**src/rtl/motor_pkg.sv**
```systemverilog
// Shared definitions for the motor sequencer and its motor-side responder,
// so both ends agree on the state encoding and the one-hot select check.
package motor_pkg;

    typedef enum logic [1:0] {
        IDLE   = 2'd0,
        SPINUP = 2'd1,
        HOLD   = 2'd2,
        FAULT  = 2'd3
    } motor_state_t;

    // Callers zero-extend their select to 32 bits, so any width up to 32 works.
    function automatic logic is_onehot(input logic [31:0] sel);
        return (sel != 32'd0) && ((sel & (sel - 32'd1)) == 32'd0);
    endfunction

endpackage

```
**src/rtl/motor_dly_counter.sv**
```systemverilog
// Loadable down-counter that times the spin-up and hold phases.
module motor_dly_counter #(
    parameter int CNT_W = 16
) (
    input  logic             clk,
    input  logic             rst,
    input  logic             load,
    input  logic [CNT_W-1:0] load_val,
    input  logic             en,
    output logic             zero
);

    logic [CNT_W-1:0] count;

    // A load wins over counting; the count saturates at zero.
    always_ff @(posedge clk) begin
        if (rst) begin
            count <= '0;
        end else if (load) begin
            count <= load_val;
        end else if (en && (count != '0)) begin
            count <= count - 1'b1;
        end
    end

    assign zero = (count == '0);

endmodule

```
**src/rtl/motor_cmd_responder.sv**
```systemverilog
// Motor-side responder: latches a one-hot select on the start strobe, drives
// the enables through SPINUP and HOLD, and pulses dly_finished at each phase end.
module motor_cmd_responder #(
    parameter int N          = 4,
    parameter int CNT_W      = 16,
    parameter int RUN_CYCLES = 50000,
    parameter int GAP_CYCLES = 10000
) (
    input  logic         clk,
    input  logic         rst,
    input  logic         signal_main_motor,
    input  logic [N-1:0] signal_motor,
    output logic         main_motor_en,
    output logic [N-1:0] motor_en,
    output logic         dly_finished,
    output logic         busy,
    output logic         fault,
    output logic         green_led,
    output logic         red_led
);

    import motor_pkg::*;

    localparam logic [CNT_W-1:0] RUN_LOAD = CNT_W'(RUN_CYCLES - 1);
    localparam logic [CNT_W-1:0] GAP_LOAD = CNT_W'(GAP_CYCLES - 1);

    motor_state_t     state, next_state;
    logic [N-1:0]     sel_q, sel_d;
    logic             main_en_q, main_en_d;
    logic             cnt_load, cnt_en, cnt_zero;
    logic [CNT_W-1:0] cnt_load_val;

    motor_dly_counter #(.CNT_W(CNT_W)) u_dly_counter (
        .clk      (clk),
        .rst      (rst),
        .load     (cnt_load),
        .load_val (cnt_load_val),
        .en       (cnt_en),
        .zero     (cnt_zero)
    );

    always_ff @(posedge clk) begin
        if (rst) begin
            state     <= IDLE;
            sel_q     <= '0;
            main_en_q <= 1'b0;
        end else begin
            state     <= next_state;
            sel_q     <= sel_d;
            main_en_q <= main_en_d;
        end
    end

    // Strobe and select are only looked at in IDLE and FAULT.
    always_comb begin
        next_state   = state;
        sel_d        = sel_q;
        main_en_d    = 1'b0;
        cnt_load     = 1'b0;
        cnt_load_val = RUN_LOAD;
        cnt_en       = 1'b0;
        case (state)
            IDLE: begin
                if (signal_main_motor) begin
                    if (is_onehot(32'(signal_motor))) begin
                        next_state = SPINUP;
                        sel_d      = signal_motor;
                        main_en_d  = 1'b1;
                        cnt_load   = 1'b1;
                    end else begin
                        next_state = FAULT;
                    end
                end
            end
            SPINUP: begin
                cnt_en    = 1'b1;
                main_en_d = 1'b1;
                if (cnt_zero) begin
                    next_state   = HOLD;
                    main_en_d    = 1'b0;
                    cnt_load     = 1'b1;
                    cnt_load_val = GAP_LOAD;
                end
            end
            HOLD: begin
                cnt_en = 1'b1;
                if (cnt_zero) begin
                    next_state = IDLE;
                    sel_d      = '0;
                end
            end
            FAULT: begin
                if (!signal_main_motor && (signal_motor == '0)) begin
                    next_state = IDLE;
                end
            end
            default: next_state = IDLE;
        endcase
    end

    assign main_motor_en = main_en_q;
    assign motor_en      = sel_q;
    assign busy          = (state == SPINUP) || (state == HOLD);
    assign fault         = (state == FAULT);
    assign dly_finished  = busy && cnt_zero;
    assign green_led     = busy;
    assign red_led       = fault;

    a_onehot_en: assert property (@(posedge clk) $onehot0(motor_en));
    a_main_in_spinup: assert property (@(posedge clk) disable iff (rst)
        main_motor_en |-> (state == SPINUP));

    // Back-to-back phase pulses are legitimate when a phase is a single cycle.
    if (RUN_CYCLES > 1 && GAP_CYCLES > 1) begin : g_pulse_chk
        a_no_double_pulse: assert property (@(posedge clk) disable iff (rst)
            dly_finished |=> !dly_finished);
    end

endmodule

```
**config.mk**
```make
export PLATFORM = sky130hd
export DESIGN_NAME = motor_cmd_responder
export DESIGN_NICKNAME = d
export VERILOG_FILES = /design/src/rtl/motor_pkg.sv /design/src/rtl/motor_dly_counter.sv /design/src/rtl/motor_cmd_responder.sv
export SDC_FILE = /design/constraint.sdc
export NUM_CORES = 1
export LEC_CHECK = 0
export ABC_AREA = 1
export BUFFER_PORTS_ARGS = -buffer_cell sky130_fd_sc_hd__buf_2
export CELL_PAD_IN_SITES_DETAIL_PLACEMENT = 1
export CELL_PAD_IN_SITES_GLOBAL_PLACEMENT = 1
export CORE_UTILIZATION = 41
export DETAILED_ROUTE_END_ITERATION = 16
export PLACE_DENSITY = 0.88
export SYNTH_ARGS = -nofsm -noshare
export SYNTH_HDL_FRONTEND = slang
export SYNTH_SLANG_ARGS = --single-unit
```
**constraint.sdc**
```tcl
create_clock -name clk -period 2.15 [get_ports clk]
set_clock_uncertainty 0.15 [all_clocks]
set_input_delay 0.215 -clock clk [delete_from_list [all_inputs] [get_ports clk]]
set_output_delay 0.215 -clock clk [all_outputs]
set_load 0.005 [all_outputs]
```
==> reports/results.tsv <==
stage	metric	value	unit
status	status	completed	
sta	fin_crit	1900	ps
placement	hpwl	3590	um
worst_setup_path	reg2reg_depth	11	
clock_network	cts.htree.levels	1	
final_layout	syn2layout_area_growth	10.2	%
route	viasPerCell	5.10	
worst_setup_path	required	2180	ps
route	drt_pass1_iterations	4	
logic_synthesis	ys_seq_area_frac	0.276	
worst_setup_path	reg2reg_slack	250	ps
floorplan	core_area	3770	um2
logic_synthesis	syn-num-nets	281	
final_layout	layout_commonest_cell	nand2_1	
route	drc_errors	0	
sta	fin_crit_sh	0.884	
grt	grt_pass1_wl	7840	um
hold_path	hold_path_class	input port to flop	
logic_synthesis	netlist_area	1670	um2
sta	tightest_slew	492	ps
logic_synthesis	async_reset_ff_frac	0	
hold_path	whs_path_depth	2	
clock_network	path_clk_slew	100	ps
sta	hold_viol	0	
floorplan	rows	22	
floorplan	start_util	0.442	
grt	overflow	0	
worst_setup_path	cpMostUsedCell	nand2_1	
sta	slew_viol_final	0	
sta	grt_setup_unrepaired	false	
logic_synthesis	yosysUniqueCellTypes	30	
hold_path	worstHoldStart	rst	
placement	io_buffers	16	
worst_setup_path	max_stage_delay	350	ps
worst_setup_path	cp_max_fo	8	
logic_synthesis	synthCells	268	
logic_synthesis	synth-warning-count	0	
sta	clock.fmax	0.526	GHz
worst_setup_path	cp_cell_sequence	inv_1 > ha_1 > nand2_1 > nor2_1 > nand4_2 > nand2_2 > inv_2 > nand2_1 > nand2_1 > clkinv_1 > nor2_1	
worst_setup_path	end_kind	flop	
worst_setup_path	critPathLaunch	state[0]$_SDFFE_PP0P_	
logic_synthesis	ys_seq_elements	23	
worst_setup_path	r2r-end	u_dly_counter.count[14]$_SDFFE_PP0P_	
worst_setup_path	crit_type	flop to flop	
grt	track_usage	0.235	
final_layout	layout_common_cells	68 x nand2_1, 47 x nor2_1, 35 x inv_1	
grt	antenna_found_initial	0	
logic_synthesis	synth-edff-count	0	
route	wl_per_cell	13.5	um
flow_run	cap_violations	0	
final_layout	finalNetCount	300	
clock_network	cts_tree	done	
worst_setup_path	startpoint_type	flop	
clock_network	ctsResizeCount	0	
sta	finalSetupViolCount	0	
logic_synthesis	synth_flop_cell	dfxtp_1	
grt	grt_pass1_vias	1693	
clock_network	clockRootBuffer	clkbuf_8	
final_layout	num_antenna_cells	0	
floorplan	io_pins	17	
hold_path	holdPathEnd	motor_en[0]$_SDFFE_PP0P_	
clock_network	cts_sinks	23	
clock_network	insertion_delay	270	ps
worst_setup_path	worst_path_max_delay_cell	dfxtp_1	
worst_setup_path	rr_startpoint	state[0]$_SDFFE_PP0P_	
worst_setup_path	critical_path_arrival	1930	ps
sta	max_slew_margin	0.669	
logic_synthesis	syn_area_per_cell	6.22	um2
clock_network	cts_max_path_buffers	2	
clock_network	holdBufCountCts	0	
floorplan	die_x	65.8	um
route	ant_nets	0	
clock_network	cts_made_buffers	3	
route	wirelength	4520	um
placement	gp_congestion	0.861	
floorplan	dieHeight	65.8	um
floorplan	die_area	4330	um2
grt	grt_max_degree	15	
final_layout	layout-drive-gt1-share	0.168	
route	num_vias	1705	
sta	finalSetupTns	0	ps
clock_network	post_cts_buffers	0	
route	dr.first_iter.drc_count	65	
==> synth_stat cells (2+ instances only) <==
cell type  count  area share
nand2_1       68        0.15
nor2_1        47        0.11
inv_1         35       0.079
nand3_1       27       0.081
dfxtp_1       23        0.28
a21oi_1       11       0.033
o21ai_0        8       0.024
nand2_2        7       0.026
ha_1           6       0.045
nand3_2        4       0.024
nand4_1        4       0.015
nor2_2         3       0.011
nor2_4         3       0.020
buf_4          2      0.0090
nand2_4        2       0.014
nor3_1         2      0.0060
o21ai_1        2      0.0060
xor2_1         2       0.011
==> sequential cells by signal, summed over array words and instances (netlist names) <==
name and count:
state 2, motor_en 4, u_dly_counter.count 16, main_motor_en 1
==> worst max path at each step <==
stage	to	slack [ps]	depth (start not counted)
floorplan	u_dly_counter.count[14]$_SDFFE_PP0P_	530	11
global placement	u_dly_counter.count[14]$_SDFFE_PP0P_	280	11
detailed placement	u_dly_counter.count[14]$_SDFFE_PP0P_	240	11
CTS	u_dly_counter.count[14]$_SDFFE_PP0P_	230	11
global route	u_dly_counter.count[14]$_SDFFE_PP0P_	60	11
finish	u_dly_counter.count[14]$_SDFFE_PP0P_	250	11
==> routing by layer <==
layer / part of all wire / GRT usage / vias to the layer above
met5: 0 / 0 / -
met3: 0.023 / 0.0259 / 5
met1: 0.50 / 0.313 / 808
met4: 0.0064 / 0.0435 / 0
met2: 0.47 / 0.407 / 15
li1: - / - / 877
==> cells by family after synthesis <==
| kind of cell | share of synthesized area |
|---|---|
| AND/OR/NAND/NOR | 0.478 |
| buffers and inverters | 0.107 |
| AO/OA/AOI/OAI | 0.0780 |
| flip-flops | 0.276 |
| adder cells (fa/ha/maj) | 0.0450 |
| XOR/XNOR | 0.0158 |
==> metrics by stage <==
| step | hold slack, ps | cells | worst slack [ps] | area, um2 | util |
|---|---|---|---|---|---|
| 2_1_floorplan | 134 | 268 | 533 | 1670 | - |
| 3_3_place_gp | 350 | 330 | 279 | 1790 | 0.474 |
| 3_5_place_dp | 359 | 330 | 241 | 1790 | 0.474 |
| 4_1_cts | 149 | 334 | 231 | 1840 | 0.487 |
| 5_1_grt | 160 | 334 | 60.9 | 1840 | 0.487 |
| 6_report | 135 | 334 | 250 | 1840 | 0.487 |
==> area by class of cell <==
cell class / count / area (um2)
clock buffers: 3 / 41.3
clock inverters: 1 / 7.51
fillers: 533 / 1930
inverters: 38 / 145
multi-input cells: 203 / 1030
flip-flops and latches: 23 / 460
well taps: 48 / 60.1
repair buffers: 18 / 95.1
==> worst max-delay path, delay by kind of cell (launching register included) <==
| family | cells | cell delay, ps |
|---|---|---|
| flip-flops | 1 | 350 |
| adder cells (fa/ha/maj) | 1 | 220 |
| buffers and inverters | 3 | 230 |
| AND/OR/NAND/NOR | 7 | 840 |
Power is not shown: default switching activity piles up to over one toggle a cycle in this logic, so the estimate is an artifact.
